### src/rtl/m65c02a_int_hndlr.sv
// Interrupt handler for the M65C02A core.
// Synchronizes the external NMI/IRQ lines, latches NMI falling edges and the
// reset sequence as pending sources, raises a registered interrupt request to
// the core and supplies the vector of the highest-priority source
// (RST > NMI > IRQ). Once the core accepts an interrupt (le_int_i) the source
// and vector are frozen until the vector pull (vp_i) completes.
//
// Ports:
//   clk_i       system clock, rising edge
//   rst_ni      asynchronous active-low reset
//   nmi_ni      external NMI, asynchronous, falling-edge sensitive
//   irq_ni      external IRQ, asynchronous, active-low level
//   irq_msk_i   core I flag, 1 masks IRQ
//   le_int_i    core has accepted the pending interrupt
//   vp_i        core vector-pull indicator
//   int_o       interrupt request to core
//   xirq_o      synchronized, unmasked IRQ level (1 = asserted)
//   vector_o    ISR vector address
//   nmi_pend_o  NMI latched, not yet serviced
//   rst_pend_o  reset sequence not yet serviced
module m65c02a_int_hndlr #(
  parameter logic [15:0] pRST_Vec = 16'hFFFC,
  parameter logic [15:0] pNMI_Vec = 16'hFFFA,
  parameter logic [15:0] pIRQ_Vec = 16'hFFFE
) (
  input  logic        clk_i,
  input  logic        rst_ni,
  input  logic        nmi_ni,
  input  logic        irq_ni,
  input  logic        irq_msk_i,
  input  logic        le_int_i,
  input  logic        vp_i,
  output logic        int_o,
  output logic        xirq_o,
  output logic [15:0] vector_o,
  output logic        nmi_pend_o,
  output logic        rst_pend_o
);

  typedef enum logic [1:0] {StIdle, StHold, StAck} state_e;
  typedef enum logic [1:0] {SrcRst, SrcNmi, SrcIrq} src_e;

  state_e state_q, state_d;
  src_e   src_q, src_d, sel_src, vec_src;

  logic nmi_s1_q, nmi_s2_q, nmi_dly_q;
  logic irq_s1_q, irq_s2_q;
  logic nmi_pend_q, rst_pend_q, int_q;
  logic nmi_fall, clr_nmi, clr_rst;

  // Synchronizers and NMI edge register; idle level of the lines is high.
  always_ff @(posedge clk_i or negedge rst_ni) begin
    if (!rst_ni) begin
      nmi_s1_q  <= 1'b1;
      nmi_s2_q  <= 1'b1;
      nmi_dly_q <= 1'b1;
      irq_s1_q  <= 1'b1;
      irq_s2_q  <= 1'b1;
    end else begin
      nmi_s1_q  <= nmi_ni;
      nmi_s2_q  <= nmi_s1_q;
      nmi_dly_q <= nmi_s2_q;
      irq_s1_q  <= irq_ni;
      irq_s2_q  <= irq_s1_q;
    end
  end

  assign nmi_fall = nmi_dly_q & ~nmi_s2_q;
  assign xirq_o   = ~irq_s2_q;

  // With nothing pending IRQ is selected so the vector defaults to pIRQ_Vec.
  always_comb begin
    if (rst_pend_q)      sel_src = SrcRst;
    else if (nmi_pend_q) sel_src = SrcNmi;
    else                 sel_src = SrcIrq;
  end

  // Pending flags and registered request; a new NMI edge beats the clear.
  always_ff @(posedge clk_i or negedge rst_ni) begin
    if (!rst_ni) begin
      nmi_pend_q <= 1'b0;
      rst_pend_q <= 1'b1;
      int_q      <= 1'b0;
    end else begin
      nmi_pend_q <= nmi_fall | (nmi_pend_q & ~clr_nmi);
      rst_pend_q <= rst_pend_q & ~clr_rst;
      int_q      <= rst_pend_q | nmi_pend_q | (xirq_o & ~irq_msk_i);
    end
  end

  // FSM state register.
  always_ff @(posedge clk_i or negedge rst_ni) begin
    if (!rst_ni) begin
      state_q <= StIdle;
      src_q   <= SrcRst;
    end else begin
      state_q <= state_d;
      src_q   <= src_d;
    end
  end

  // FSM next state.
  always_comb begin
    state_d = state_q;
    src_d   = src_q;
    unique case (state_q)
      StIdle: begin
        if (le_int_i && int_q) begin
          state_d = StHold;
          src_d   = sel_src;
        end
      end
      StHold:  if (vp_i)  state_d = StAck;
      StAck:   if (!vp_i) state_d = StIdle;
      default: state_d = StIdle;
    endcase
  end

  // FSM outputs: source clear on HOLD->ACK, vector tracks live priority only
  // while idle.
  always_comb begin
    clr_rst = 1'b0;
    clr_nmi = 1'b0;
    if (state_q == StHold && vp_i) begin
      clr_rst = (src_q == SrcRst);
      clr_nmi = (src_q == SrcNmi);
    end
    vec_src = (state_q == StIdle) ? sel_src : src_q;
    case (vec_src)
      SrcRst:  vector_o = pRST_Vec;
      SrcNmi:  vector_o = pNMI_Vec;
      default: vector_o = pIRQ_Vec;
    endcase
  end

  assign int_o      = int_q;
  assign nmi_pend_o = nmi_pend_q;
  assign rst_pend_o = rst_pend_q;

endmodule

### config.mk
export PLATFORM = sky130hd
export DESIGN_NAME = m65c02a_int_hndlr
export DESIGN_NICKNAME = d
export VERILOG_FILES = /design/src/rtl/m65c02a_int_hndlr.sv
export SDC_FILE = /design/constraint.sdc
export NUM_CORES = 1
export LEC_CHECK = 0
export ABC_AREA = 1
export BUFFER_PORTS_ARGS = -buffer_cell sky130_fd_sc_hd__buf_2
export CAP_MARGIN = 20
export CORE_AREA = 2 2 40 42
export CTS_BUF_LIST = sky130_fd_sc_hd__clkbuf_8
export DETAILED_ROUTE_END_ITERATION = 12
export DIE_AREA = 0 0 42 44
export PLACE_DENSITY = 0.81
export SLEW_MARGIN = 15
export SYNTH_ARGS = -nofsm -noshare
export SYNTH_HDL_FRONTEND = slang
export SYNTH_SLANG_ARGS = --single-unit
### constraint.sdc
create_clock -name clk_i -period 1.2 [get_ports clk_i]
set_clock_uncertainty 0.05 [all_clocks]
set_input_delay 0.06 -clock clk_i [delete_from_list [all_inputs] [get_ports clk_i]]
set_output_delay 0.06 -clock clk_i [all_outputs]
set_load 0.01 [all_outputs]
**Yosys cells after proc, flatten, opt, wreduce, memory -nomap -nowiden**

Index checks and enable logic that the tools add are counted.

- Register bits: 12
- Input port bits: 7
- Output and inout bits: 20
- Logic and storage cells: 46

- Equality and inequality tests: 7
- Multiplexer cells: 10
- Bitwise logic cells: 12
- Reduce and logical (&&, ||, !) cells: 7

Operator list:

| operator | number |
|---|---|
| $mux 2 | 6 |
| $eq 2x1->1 const B | 3 |
| $logic_not 2->1 | 3 |
| $ne 2x2->1 const B | 3 |
| $pmux 2 s3 | 1 |
| $pmux 3 s2 | 1 |
| $not 1->1 | 5 |
| $and 1x1->1 | 4 |
| $or 1x1->1 | 3 |
| $reduce_and 3->1 | 1 |
| $eq 2x2->1 const B | 1 |
| $logic_and 1x1->1 | 2 |
| $mux 1 | 2 |
| $reduce_and 2->1 | 1 |

**Depth between registers and ports, before layout**

- Depth in word-level cells: 6
- Depth in mapped cells: 5
- Depth with buffers taken out: 5

**Worst setup path after synthesis**

OpenSTA, ideal clock, no wires.

- Path type: register -> output
- From: register rst_pend_q (netlist: rst_pend_o)
- To: output port vector_o[1]
- Arrival time: 891 ps
- Data required time: 1090 ps
- Path slack: 199 ps
- Cell stages (with the launch flop): 6
- Path buffers: 0
- Cell sequence: dfstp_2 > inv_1 > nand2_1 > nand2_1 > o21ai_0 > nand2_1

- Word-level cells in the longest chain between the ends: 4
- Elaborated cells on any way between the ends: 5
- Those cells by class: eq/ne (1); mux (3); reduce/logical (1)

Ends and longest elaborated chain:

| item | RTL line | text |
|---|---|---|
| from (decl) | 48 | `logic nmi_pend_q, rst_pend_q, int_q;` |
| from (signal assigned) | 86 | `rst_pend_q <= rst_pend_q & ~clr_rst;` |
| $mux 2 (*) | 73 | `if (rst_pend_q) sel_src = SrcRst;` |
| $mux 2 (*) | 128 | `vec_src = (state_q == StIdle) ? sel_src : src_q;` |
| $eq 2x1->1 or $logic_not 2->1 (tied branches) | 129 | `case (vec_src)` |
| $pmux 3 s2 (*) | 129 |  |
| to (decl) | 35 | `output logic [15:0] vector_o,` |

Mark *: on every way between the ends. The rest lies on a longest branch, timed or not.

**Worst setup path in the final report**

Same ends and word-level chain as after synthesis.

==> results.yml <==
status:
  status: "finished, violations left"
  violations: "negative setup slack"
power:
  leakagePower_uw: 0.000417
  pwr-share-comb: 0.440
  clkPwrFrac: 0.220
  powerDensity_nw_per_um2: 2420
  p_sw_frac: 0.357
  p_total_uw: 1890
  switching_power_uw: 675
  p_int_uw: 1210
  peakVddDrop_uv: 1290
  seqPwrFrac: 0.340
placed_design:
  dp_hpwl_um: 686
  port_buffers: 12
  postPlaceCellArea_um2: 618
  dp_slack_ps: 83.0
  place.gp.congestion: 0.729
final_layout:
  drive_above_1_share: 0.400
  layout.nets: 103
  n_fill_cell: 132
  n_antenna_cell: 0
  syn2layout_area_growth_pct: 30.3
  largestRegisters: "src_q (2), state_q (2)"
  design_area_um2: 779
clock_network:
  clockBufferDepth: 2
  htreeDepth: 1
  clkSinkCount: 12
  cts_tree: "yes"
  clk_transition_reported_paths_ps: 50
  clk_latency_ps: 230
  cts_buffers: 3
  clk_root_buffer_cell: "clkbuf_8"
logic_synthesis:
  synthArstFlopShare: 1.00
  ys_seq_elements: 12
  yosysTopAreaCellShare: 0.264
  seq_area_frac_synth: 0.515
  synth_cells: 69
  synthTopCellsByCount: "nand2_1, buf_4, inv_1, dfrtp_1, dfstp_2"
  synth_ff_type: "dfstp_2"
  synth_area_um2: 598
  yosys_warnings: 0
  yosysMostFrequentCell: "nand2_1"
  synth_cell_types: 15
  synth-edff-count: 0
  yosys.area.top_type: "dfstp_2"
  avgSynthCellArea_um2: 8.67
  synth_area_leaders: "dfstp_2, dfrtp_1, buf_4, nand2_1, inv_1"
sta:
  fin_crit_ps: 1300
  post-route-period-util: 1.08
  setup_violations: 2
  rsz0062_at_grt: "true"
  drv_slew: 0
  whs_ps: 11.7
  hold_viol_final: 0
  fin_ws_ps: -102
  fmax_mhz: 768
die:
  die_w_um: 42
  coreArea_um2: 1420
  die_h_um: 44
  initial_utilization: 0.422
  ios: 27
  dieArea_um2: 1850
  rows: 14
global_routing:
  grt_start_max_net_pins: 13
  grt_pass1_wl_um: 1680
  overflow: 0
  antenna_found_initial: 0
  first_global_vias: 438
  grtUsageTotal: 0.128
worst_setup_path:
  cp-end-kind: "primary output"
  cpMostUsedCell: "nand2_1"
  worstPathMaxFanout: 3
  worstPathRequired_ps: 1090
  cp-start-kind: "flip-flop"
  arrival_ps: 1190
  cpLargestDelayFamily: "flip-flops"
  worstSetupPathType: "reg2out"
  max_stage_delay_ps: 540
  worst-path-buf-inv: 2
  path_cells: "inv_2 -> nand2_2 -> nand2_1 -> o21ai_1 -> nand2_1 -> buf_2"
  slowest_stage: "dfstp_2"
routing:
  vias: 466
  ant_nets: 0
  drt_iter0_drc: 4
  drt-pass1-iter-count: 4
  viasPerCell: 4.20
  wl_per_cell_um: 9.08
  routed_wl_um: 1010
  route.detailed.drc: 0
hold_path:
  hold_path_class: "in2reg"
flow_run:
  drv_cap: 0
## timing repair
action,CTS,global route
pin swaps,2,2
setup endpoints to repair,2,2
hold buffers,4,0
endpoints found under the hold margin,15,0
buffers inserted,6,2
gates cloned,0,0
resized for setup,4,2
## power groups by stage
stage	combinational, µW	clock [µW]	sequential [µW]
2_1_floorplan	419	0	651
3_3_place_gp	573	0	640
3_5_place_dp	594	0	648
4_1_cts	766	431	637
5_1_grt	925	452	660
6_report	832	415	643
## through the flow
stage	TNS (ps)	utilization	instances
finish	-178	0.549	111
floorplan	0	-	81
CTS	-179	0.537	109
global placement	0	0.436	95
global route	-319	0.549	111
detailed placement	0	0.436	95
## final cells by class
cell class,instances,area [µm²],area share
Clock buffer,4,55.1,0.0706
Multi-Input combinational cell,47,205,0.263
Tap cell,16,20.0,0.0257
Sequential cell,12,309,0.396
Inverter,8,30.0,0.0385
Timing Repair Buffer,24,160,0.205
## kinds of logic after synthesis
family,after synthesis,share of synthesized area
AOI/OAI and AO/OA,8,0.0711
buffers and inverters,22,0.226
DFF,12,0.515
other,2,0.0126
and+or+nand+nor,25,0.176
## placed cells by master (no fill, tap or decap), types with 3 or more instances in the layout
| master | synthesis | final |
|---|---|---|
| inv_2 | 1 | 3 |
| conb_1 | 2 | 14 |
| nor2_1 | 4 | 4 |
| inv_1 | 7 | 5 |
| dfstp_2 | 6 | 6 |
| dfrtp_1 | 6 | 5 |
| nand2_2 | 1 | 3 |
| buf_4 | 14 | 8 |
| nand2_1 | 18 | 16 |
| dlygate4sd3_1 | 0 | 4 |
| clkbuf_8 | 0 | 4 |
| o21ai_1 | 2 | 3 |
| buf_2 | 0 | 12 |
## metal layers
metal / global-route usage / share of wire
met1: 0.127 / 0.39
met2: 0.244 / 0.52
met3: 0.0250 / 0.077
met4: 0.0774 / 0.0079
met5: 0 / 0
## worst register-to-register path: stages (launching register included)
cell and delay (ps):
dfrtp_1 420, nor2_4 150, buf_4 120, buf_4 100
nand2_2 70, nand2_1 60, o21ai_1 60
## path summary, 6_finish.rpt
check,startpoint,endpoint,slack (ps),cells past startpoint
worst max-delay path,rst_pend_o,vector_o[1],-100,6
worst min-delay path,vp_i,state_q[0],10,2
worst max register to register,state_q[0],src_q[0],70,6
worst min register to register,nmi_s1_q,nmi_s2_q,300,0
max in group asynchronous,rst_ni,nmi_s1_q,650,2
min in group asynchronous,rst_ni,int_o,190,2
Note: power is estimated with default switching activity, not from simulation.
